**config.mk**
```make
export PLATFORM = sky130hd
export DESIGN_NAME = lms_filter_core
export DESIGN_NICKNAME = d
export VERILOG_FILES = /design/src/rtl/lms_pkg.sv /design/src/rtl/lms_sat.sv /design/src/rtl/lms_filter_core.sv
export SDC_FILE = /design/constraint.sdc
export NUM_CORES = 1
export LEC_CHECK = 0
export ABC_AREA = 1
export CORE_MARGIN = 4
export CORE_UTILIZATION = 60
export CTS_BUF_LIST = sky130_fd_sc_hd__clkbuf_2
export CTS_CLUSTER_SIZE = 28
export DETAILED_ROUTE_END_ITERATION = 8
export PLACE_DENSITY = 0.8
export SLEW_MARGIN = 25
export SYNTH_ARGS = -nofsm -noshare
export SYNTH_HDL_FRONTEND = slang
export SYNTH_SLANG_ARGS = --single-unit
```
**constraint.sdc**
```tcl
create_clock -name clock -period 8 [get_ports clock]
set_input_delay 1.2 -clock clock [delete_from_list [all_inputs] [get_ports clock]]
set_output_delay 1.2 -clock clock [all_outputs]
set_load 0.05 [all_outputs]
```
**src/rtl/lms_pkg.sv**
```systemverilog
// Shared types, width helpers and the saturation primitive for the LMS filter core.
package lms_pkg;

  typedef logic [2:0] state_t;
  localparam state_t S_IDLE = 3'd0;
  localparam state_t S_MAC  = 3'd1;
  localparam state_t S_ERR  = 3'd2;
  localparam state_t S_UPD  = 3'd3;
  localparam state_t S_DONE = 3'd4;

  typedef struct packed {
    logic [63:0] val;
    logic        clamp;
  } sat_res_t;

  function automatic int calc_tw(input int taps);
    return (taps <= 1) ? 1 : $clog2(taps);
  endfunction

  // Accumulator sized so TAPS full-scale products cannot overflow.
  function automatic int calc_acc_w(input int data_w, input int taps);
    return 2 * data_w + calc_tw(taps);
  endfunction

  function automatic sat_res_t saturate(input logic signed [63:0] v, input int out_w);
    logic signed [63:0] hi, lo;
    sat_res_t r;
    hi = (64'sd1 <<< (out_w - 1)) - 64'sd1;
    lo = -(64'sd1 <<< (out_w - 1));
    r.clamp = 1'b1;
    if (v > hi)      r.val = hi;
    else if (v < lo) r.val = lo;
    else begin
      r.val   = v;
      r.clamp = 1'b0;
    end
    return r;
  endfunction

endpackage

```
**src/rtl/lms_sat.sv**
```systemverilog
// Signed narrowing saturator IN_W -> DATA_W with a clamp indication.
module lms_sat
  import lms_pkg::*;
#(
  parameter int IN_W   = 18,
  parameter int DATA_W = 8
)(
  input  logic signed [IN_W-1:0]   din,
  output logic signed [DATA_W-1:0] dout,
  output logic                     clamp
);

  sat_res_t r;
  logic     unused_hi;

  always_comb begin
    r     = saturate(64'(din), DATA_W);
    dout  = r.val[DATA_W-1:0];
    clamp = r.clamp;
  end

  assign unused_hi = ^r.val[63:DATA_W];

endmodule

```
**src/rtl/lms_filter_core.sv**
```systemverilog
// LMS adaptive FIR: delay line + weight bank sharing one multiplier between
// the MAC pass and the weight-update pass.
module lms_filter_core
  import lms_pkg::*;
#(
  parameter int DATA_W   = 8,
  parameter int TAPS     = 4,
  parameter int FRAC_W   = 6,
  parameter int MU_SHIFT = 2,
  localparam int TW      = calc_tw(TAPS)
)(
  input  logic                     clock,
  input  logic                     sys_reset_n,
  input  logic signed [DATA_W-1:0] Xn,
  input  logic signed [DATA_W-1:0] Dn,
  input  logic                     in_valid,
  output logic                     in_ready,
  input  logic                     adapt_en,
  input  logic                     w_load,
  input  logic [TW-1:0]            w_addr,
  input  logic signed [DATA_W-1:0] Wn,
  output logic signed [DATA_W-1:0] yn,
  output logic signed [DATA_W-1:0] en,
  output logic                     out_valid,
  output logic                     sat,
  output logic                     busy
);

  localparam int            ACC_W  = calc_acc_w(DATA_W, TAPS);
  localparam int            PW     = 2 * DATA_W;
  localparam logic [TW-1:0] K_LAST = TW'(TAPS - 1);

  state_t                         state;
  logic [TAPS-1:0][DATA_W-1:0]    x_q, w_q;
  logic signed [DATA_W-1:0]       d_q;
  logic                           adapt_q;
  logic [TW-1:0]                  k;
  logic signed [ACC_W-1:0]        acc;

  logic signed [DATA_W-1:0] x_k, w_k, mul_a;
  logic signed [PW-1:0]     prod, prod_sh;
  logic signed [ACC_W-1:0]  acc_sh;
  logic signed [DATA_W:0]   e_wide, w_sum;
  logic signed [DATA_W-1:0] y_sat, e_sat, delta, w_new;
  logic                     y_clamp, e_clamp, d_clamp, w_clamp;

  // The single multiplier: weight*x during MAC, error*x during UPDATE.
  assign x_k     = $signed(x_q[k]);
  assign w_k     = $signed(w_q[k]);
  assign mul_a   = (state == S_UPD) ? en : w_k;
  assign prod    = mul_a * x_k;

  assign acc_sh  = acc >>> FRAC_W;
  assign e_wide  = $signed({d_q[DATA_W-1], d_q}) - $signed({y_sat[DATA_W-1], y_sat});
  assign prod_sh = prod >>> (FRAC_W + MU_SHIFT);
  assign w_sum   = $signed({w_k[DATA_W-1], w_k}) + $signed({delta[DATA_W-1], delta});

  lms_sat #(.IN_W(ACC_W),    .DATA_W(DATA_W)) u_sat_y (.din(acc_sh),  .dout(y_sat), .clamp(y_clamp));
  lms_sat #(.IN_W(DATA_W+1), .DATA_W(DATA_W)) u_sat_e (.din(e_wide),  .dout(e_sat), .clamp(e_clamp));
  lms_sat #(.IN_W(PW),       .DATA_W(DATA_W)) u_sat_d (.din(prod_sh), .dout(delta), .clamp(d_clamp));
  lms_sat #(.IN_W(DATA_W+1), .DATA_W(DATA_W)) u_sat_w (.din(w_sum),   .dout(w_new), .clamp(w_clamp));

  assign in_ready  = (state == S_IDLE) && !w_load;
  assign busy      = (state != S_IDLE);
  assign out_valid = (state == S_DONE);

  always_ff @(posedge clock or negedge sys_reset_n) begin
    if (!sys_reset_n) begin
      state   <= S_IDLE;
      x_q     <= '0;
      w_q     <= '0;
      d_q     <= '0;
      adapt_q <= 1'b0;
      k       <= '0;
      acc     <= '0;
      yn      <= '0;
      en      <= '0;
      sat     <= 1'b0;
    end else begin
      case (state)
        S_IDLE: begin
          if (w_load) begin
            w_q[w_addr] <= Wn;
          end else if (in_valid) begin
            x_q     <= {x_q[TAPS-2:0], Xn};
            d_q     <= Dn;
            adapt_q <= adapt_en;
            acc     <= '0;
            sat     <= 1'b0;
            k       <= '0;
            state   <= S_MAC;
          end
        end
        S_MAC: begin
          acc <= acc + ACC_W'(prod);
          k   <= k + TW'(1);
          if (k == K_LAST) begin
            k     <= '0;
            state <= S_ERR;
          end
        end
        S_ERR: begin
          yn    <= y_sat;
          en    <= e_sat;
          sat   <= sat | y_clamp | e_clamp;
          k     <= '0;
          state <= adapt_q ? S_UPD : S_DONE;
        end
        S_UPD: begin
          w_q[k] <= w_new;
          sat    <= sat | d_clamp | w_clamp;
          k      <= k + TW'(1);
          if (k == K_LAST) begin
            k     <= '0;
            state <= S_DONE;
          end
        end
        S_DONE:  state <= S_IDLE;
        default: state <= S_IDLE;
      endcase
    end
  end

endmodule
```
### After elaboration in Yosys (flattened, before gate mapping)

Cells that the tools add are included.

* register bits after elaboration: 113
* bits of input ports: 31
* output and inout port bits: 20
* word-level logic and storage cells: 110

* $add $sub $neg: 4
* $mul: 1
* magnitude comparators: 12
* equal/unequal tests: 10
* muxes and demuxes: 45
* bitwise logic cells: 5
* reductions and logical operators: 17

Operators with widths (number)
* 2-to-1 mux 8 bit: 13
* bitwise mux 32 bit: 2
* case mux 32 bit (2 select lines): 1
* 2-to-1 mux 18 bit: 2
* case mux 18 bit (2 select lines): 1
* binary-select mux 8 bit (select 2 bit): 2
* demux 8 bit (select 2 bit): 2
* 2-to-1 mux 32 bit: 1
* adder 18 x 16 -> 18 bit: 1
* > comparator 9 x 8 -> 1 bit (second input constant): 2
* less-than comparator 9 x 8 -> 1 bit (second input constant): 2
* multiplier 8 x 8 -> 16 bit: 1
* 2-to-1 mux 3 bit: 5
* > comparator 12 x 8 -> 1 bit (second input constant): 1
* less-than comparator 12 x 8 -> 1 bit (second input constant): 1
* case mux 3 bit (4 select lines): 1
* AND reduction 3 bit: 4
* 2-to-1 mux 1 bit: 10
* adder 8 x 8 -> 9 bit: 1
* nonzero test 3 bit: 3
* subtractor 8 x 8 -> 9 bit: 1
* > comparator 8 bit (second input constant): 1
* less-than comparator 8 bit (second input constant): 1
* inequality test 2 bit (second input constant): 4
* 20 further kinds: 31

### Longest topological paths before layout

* depth after elaboration: 13
* gate-level depth with buffers: 39
* depth with buffers taken out: 39

### By module

From an unflattened synthesis, not the netlist that was laid out.

* cell total of the unflattened synthesis: 1290
* area, all modules: 9800.6 um2

Modules (own cells, without submodules)
* lms_filter_core: instances 1, cells an instance 1185, area an instance 9321.4 um2, seq. area each 2827.7 um2
* lms_sat (u_sat_e ...): instances 2, cells an instance 20, area an instance 90.1 um2, seq. area each 0.0 um2
* lms_sat (u_sat_y): instances 1, cells an instance 34, area an instance 165.2 um2, seq. area each 0.0 um2
* lms_sat (u_sat_d): instances 1, cells an instance 31, area an instance 133.9 um2, seq. area each 0.0 um2

### Least setup slack after synthesis

Ideal clock, no wire load.

* path kind: register to register
* start point: register state[1]
* end point: register w_q[0] (netlist name)
* setup time: 76 ps
* arrival: 6358 ps
* data required time: 7924 ps
* setup slack: 1565 ps
* stages on the path, launching flop included: 33
* path buffers: 0
* clock period less this slack: 6435 ps
* cell sequence: dfrtp_1 -> inv_2 -> nor2_4 -> nand2_8 -> inv_6 -> mux2i_1 -> nand2_1 -> fa_1 -> fa_1 -> inv_1 -> fa_1 -> inv_1 -> fa_1 -> inv_1 -> ha_1 -> a21oi_1 -> nand2_1 -> a21oi_1 -> o21bai_1 -> a21oi_1 -> xor2_1 -> inv_1 -> ha_1 -> nand2_1 -> inv_1 -> nand4_1 -> nand3_1 -> nand2_1 -> a21oi_2 -> nand2_2 -> a21oi_1 -> nand2_1 -> o21ai_1

* cells in the longest elaborated chain, start to end: 12
* elaborated cells on any way between the ends: 18
* classes of those cells: add/sub (1); mul (1); order compare (4); eq/ne (2); mux (7); reduce/logical (3)

RTL lines
* start, declared: line lms_filter_core.sv:33 `state_t state;`
* start signal, assigned: line lms_filter_core.sv:107 `state <= adapt_q ? S_UPD : S_DONE;`
* equality test 3 x 2 -> 1 bit: line lms_filter_core.sv:50, lms_filter_core.sv:80
* 2-to-1 mux 8 bit: line lms_filter_core.sv:50 `assign mul_a = (state == S_UPD) ? en : w_k;`
* multiplier 8 x 8 -> 16 bit: line lms_filter_core.sv:51 `assign prod = mul_a * x_k;`
* less-than comparator 8 bit: line lms_pkg.sv:32 `else if (v < lo) r.val = lo;`
* 2-to-1 mux 8 bit: line lms_pkg.sv:32
* 2-to-1 mux 8 bit: line lms_pkg.sv:31 `if (v > hi) r.val = hi;`
* adder 8 x 8 -> 9 bit: line lms_filter_core.sv:56 `assign w_sum = $signed({w_k[DATA_W-1], w_k}) + $signed({delta[DATA_W-1], delta});`
* less-than comparator 9 x 8 -> 1 bit: line lms_pkg.sv:32
* 2-to-1 mux 8 bit: line lms_pkg.sv:32
* 2-to-1 mux 8 bit: line lms_pkg.sv:31
* bitwise mux 32 bit: line lms_filter_core.sv:110 `w_q[k] <= w_new;`
* case mux 32 bit (2 select lines): line lms_filter_core.sv:80 `case (state)`
* end signal, assigned by index: line lms_filter_core.sv:83 `w_q[w_addr] <= Wn;`
* end signal, assigned by index: line lms_filter_core.sv:110
* end, declared: line lms_filter_core.sv:34 `logic [TAPS-1:0][DATA_W-1:0] x_q, w_q;`

Several ways; a longest one is shown, not always the timed one.
A chain may end at the register's enable or synchronous reset.

### Worst setup path after layout

* start point: register k[1]
* end point: register w_q[0] (netlist name)

* cells in the longest elaborated chain, start to end: 13
* elaborated cells on any way between the ends: 22
* classes of those cells: add/sub (1); mul (1); order compare (6); mux (13); reduce/logical (1)

RTL lines
* start, declared: line lms_filter_core.sv:37 `logic [TW-1:0] k;`
* start signal, assigned: line lms_filter_core.sv:96 `k <= k + TW'(1);`
* start signal, assigned: line lms_filter_core.sv:112 `k <= k + TW'(1);`
* binary-select mux 8 bit (select 2 bit): line lms_filter_core.sv:49 `assign w_k = $signed(w_q[k]);`
* 2-to-1 mux 8 bit (not written as such): line lms_filter_core.sv:49
* 2-to-1 mux 8 bit: line lms_filter_core.sv:50
* multiplier 8 x 8 -> 16 bit: line lms_filter_core.sv:51
* less-than comparator 8 bit: line lms_pkg.sv:32
* 2-to-1 mux 8 bit: line lms_pkg.sv:32
* 2-to-1 mux 8 bit: line lms_pkg.sv:31
* adder 8 x 8 -> 9 bit: line lms_filter_core.sv:56
* less-than comparator 9 x 8 -> 1 bit: line lms_pkg.sv:32
* 2-to-1 mux 8 bit: line lms_pkg.sv:32
* 2-to-1 mux 8 bit: line lms_pkg.sv:31
* bitwise mux 32 bit (*): line lms_filter_core.sv:110
* case mux 32 bit (2 select lines) (*): line lms_filter_core.sv:80

Mark *: on every way between the ends. The rest lies on a longest branch, timed or not. The select of a mux whose other input is x is not followed.

==> impl_metrics.json <==
{
  "cts_tree": "built",
  "first_global_vias": 8629,
  "synth.distinct_cells": 50,
  "fin_cells": 1592,
  "setup_viol": 0,
  "clock_latency_ps": 730,
  "syn_inst": 1310,
  "yosysWarnings": 0,
  "setup-tns-final_ps": 0,
  "hold_buffers": 0,
  "io_buffers": 50,
  "grt_pass1_wl_um": 41800,
  "synth-main-ff-cell": "dfrtp_1",
  "grt.overflow.total": 0,
  "initialDrtViolationCount": 660,
  "clk_path_buf_depth": 2,
  "drc_errors": 0,
  "syn_area_mm2": 0.00977,
  "worstPathBufferInverterCount": 7,
  "hold_viol": 0,
  "yosysSeqAreaShare_pct": 28.9,
  "die_area_mm2": 0.0184,
  "crit_path_top_delay_cell": "fa_1",
  "use_met2_pct": 47.5,
  "antenna_found_initial": 0,
  "slew_headroom_pct": 46.2,
  "worstHoldPathType": "in2async",
  "clock_tree.root_cell": "clkbuf_2",
  "fp.dieW_um": 136,
  "crit_fanout": 13,
  "clock_skew_ps": 41.0,
  "drive_gt1_share_pct": 7.20,
  "firstDrtPassIters": 7,
  "final_common_cell": "nand2_1",
  "use_met3_pct": 5.65,
  "start_util_pct": 61.3,
  "clk_pin_slew_worst_paths_ps": 210,
  "cp_top_family": "adder cells",
  "r2r_cells": 34,
  "report.final.slew_viol_count": 0,
  "max_stage_delay_ps": 550,
  "grt_util_all_layers_pct": 28.6,
  "grt_max_degree": 75,
  "status": "finished clean",
  "num_vias": 8797,
  "die_height_um": 136,
  "synth_edf_count": 0,
  "cts_buffers": 17,
  "cts.sinks": 113,
  "post-route-period-util_pct": 92.7,
  "avgSynthCellArea_um2": 7.46,
  "place_hpwl_um": 19500,
  "n_fill_cell": 1408,
  "route.detailed.wl_per_inst_um": 15.9,
  "fmax_mhz": 135,
  "htree_levels": 4,
  "fp-row-count": 46,
  "gp_routability_congestion": 0.975,
  "layout_common_cells": "nand2_1, inv_1, nor2_1, dfrtp_1, a21oi_1",
  "met1_usage_pct": 37.6,
  "fin_nets": 1518,
  "crit_cells": 34,
  "final_core_util_pct": 67.3,
  "tightest_slew_ps": 807,
  "cp_common_cell": "inv_1",
  "core_mm2": 0.0159,
  "grt-busiest-layer": "met2",
  "area_growth_syn_to_layout_pct": 9.79,
  "drt_wl_total_um": 25300,
  "arrival_ps": 8100,
  "io_pins": 51,
  "postRouteAntennaNets": 0,
  "drv_cap": 0,
  "cp-end-kind": "register",
  "placed_cells": 1559,
  "path_class": "reg2reg",
  "cp.required_ps": 8680,
  "syn_nets": 1466,
  "avgViaCountPerCell": 5.53,
  "ys_ff_latch": 113,
  "fin_crit_ps": 7410,
  "startpoint_type": "register",
  "async_reset_ff_share_pct": 100
}
-- metal layers --
metal / share of wire (%) / up-vias
met5: 0 / -
met4: 3.1 / 0
met3: 6.5 / 75
met2: 48 / 316
met1: 43 / 4134
li1: - / 4272
-- cells by family after synthesis --
logic type,count (synthesis),share of synthesized area (%)
AOI/OAI and AO/OA,265,15.2
xor gates and xnor gates,25,2.24
adders and majority gates,125,20.5
buffers and inverters,245,9.69
DFF,113,28.9
muxes,9,1.02
and+or+nand+nor,528,22.5
-- Yosys cell counts, types with 3 or more instances --
library cell	n	area (um^2)
inv_1	208	781
fa_1	58	1160
mux2_2	8	90.1
a21oi_1	111	556
a31oi_1	5	31.3
nand2_2	8	50.1
a21boi_0	4	30.0
o22ai_1	12	75.1
ha_1	67	838
o21bai_1	3	22.5
buf_2	15	75.1
inv_2	12	45.0
a32oi_1	3	26.3
xnor2_1	7	61.3
nor2_2	3	18.8
or2_2	8	50.1
o21ai_0	81	405
nand4_1	5	31.3
nor3_1	9	45.0
o21a_1	3	22.5
dfrtp_1	113	2830
nand3_1	39	195
a21o_1	3	22.5
nor2_1	152	571
o21ai_1	23	115
xor2_1	18	158
o21ai_2	3	26.3
clkbuf_1	5	18.8
nand2_1	292	1100
-- what timing repair did --
action / in CTS / in global routing
endpoints found under the hold margin: 0 / 0
endpoints found under the setup margin: 0 / 29
buffers inserted: 0 / 0
resized for setup: 0 / 2
-- worst reg2reg max path, delay by kind of cell (launching register included) --
family                   cells  cell delay [ps]
AO/OA/AOI/OAI               10             1710
XOR/XNOR                     1              230
adder cells (fa/ha/maj)      6             2820
buffers and inverters        7              760
flip-flops                   1              530
AND/OR/NAND/NOR             10             1340
-- state kept, by name, indices dropped and copies added (netlist names) --
register and count:
w_q 32, sat 1, x_q 32, yn 8
k 2, acc 18, d_q 8, en 8
adapt_q 1, state 3
-- per-stage QoR --
stage / hold slack, ps / setup slack, ps / cell area [um^2]
global route: 467 / -4.43 / 10700
floorplan: 446 / 1570 / 9770
global placement: 464 / 730 / 10500
CTS: 429 / 512 / 10700
finish: 447 / 586 / 10700
detailed placement: 474 / 581 / 10500
-- final cells by class --
| type | count | area (um^2) | share of cell area [%] |
|---|---|---|---|
| multi-input cells | 952 | 6010 | 56.0 |
| flip-flops and latches | 113 | 2830 | 26.4 |
| inverters | 222 | 838 | 7.81 |
| repair buffers | 56 | 543 | 5.06 |
| well taps | 216 | 270 | 2.52 |
| clock inverters | 15 | 158 | 1.47 |
| clock buffers | 17 | 85.1 | 0.793 |
| diodes | 1 | 2.50 | 0.0233 |
-- path summary, 6_finish.rpt --
check,start,to,slack (ps)
max reg2reg,k[1],w_q[0],590
max,k[1],w_q[0],590
min reg2reg,yn[7],yn[7],510
max in group asynchronous,sys_reset_n,acc[17],6260
min in group clock,yn[7],yn[7],510
min,sys_reset_n,w_q[6],450
Power is not shown: default switching activity piles up to over one toggle a cycle in this logic, so the estimate is an artifact.
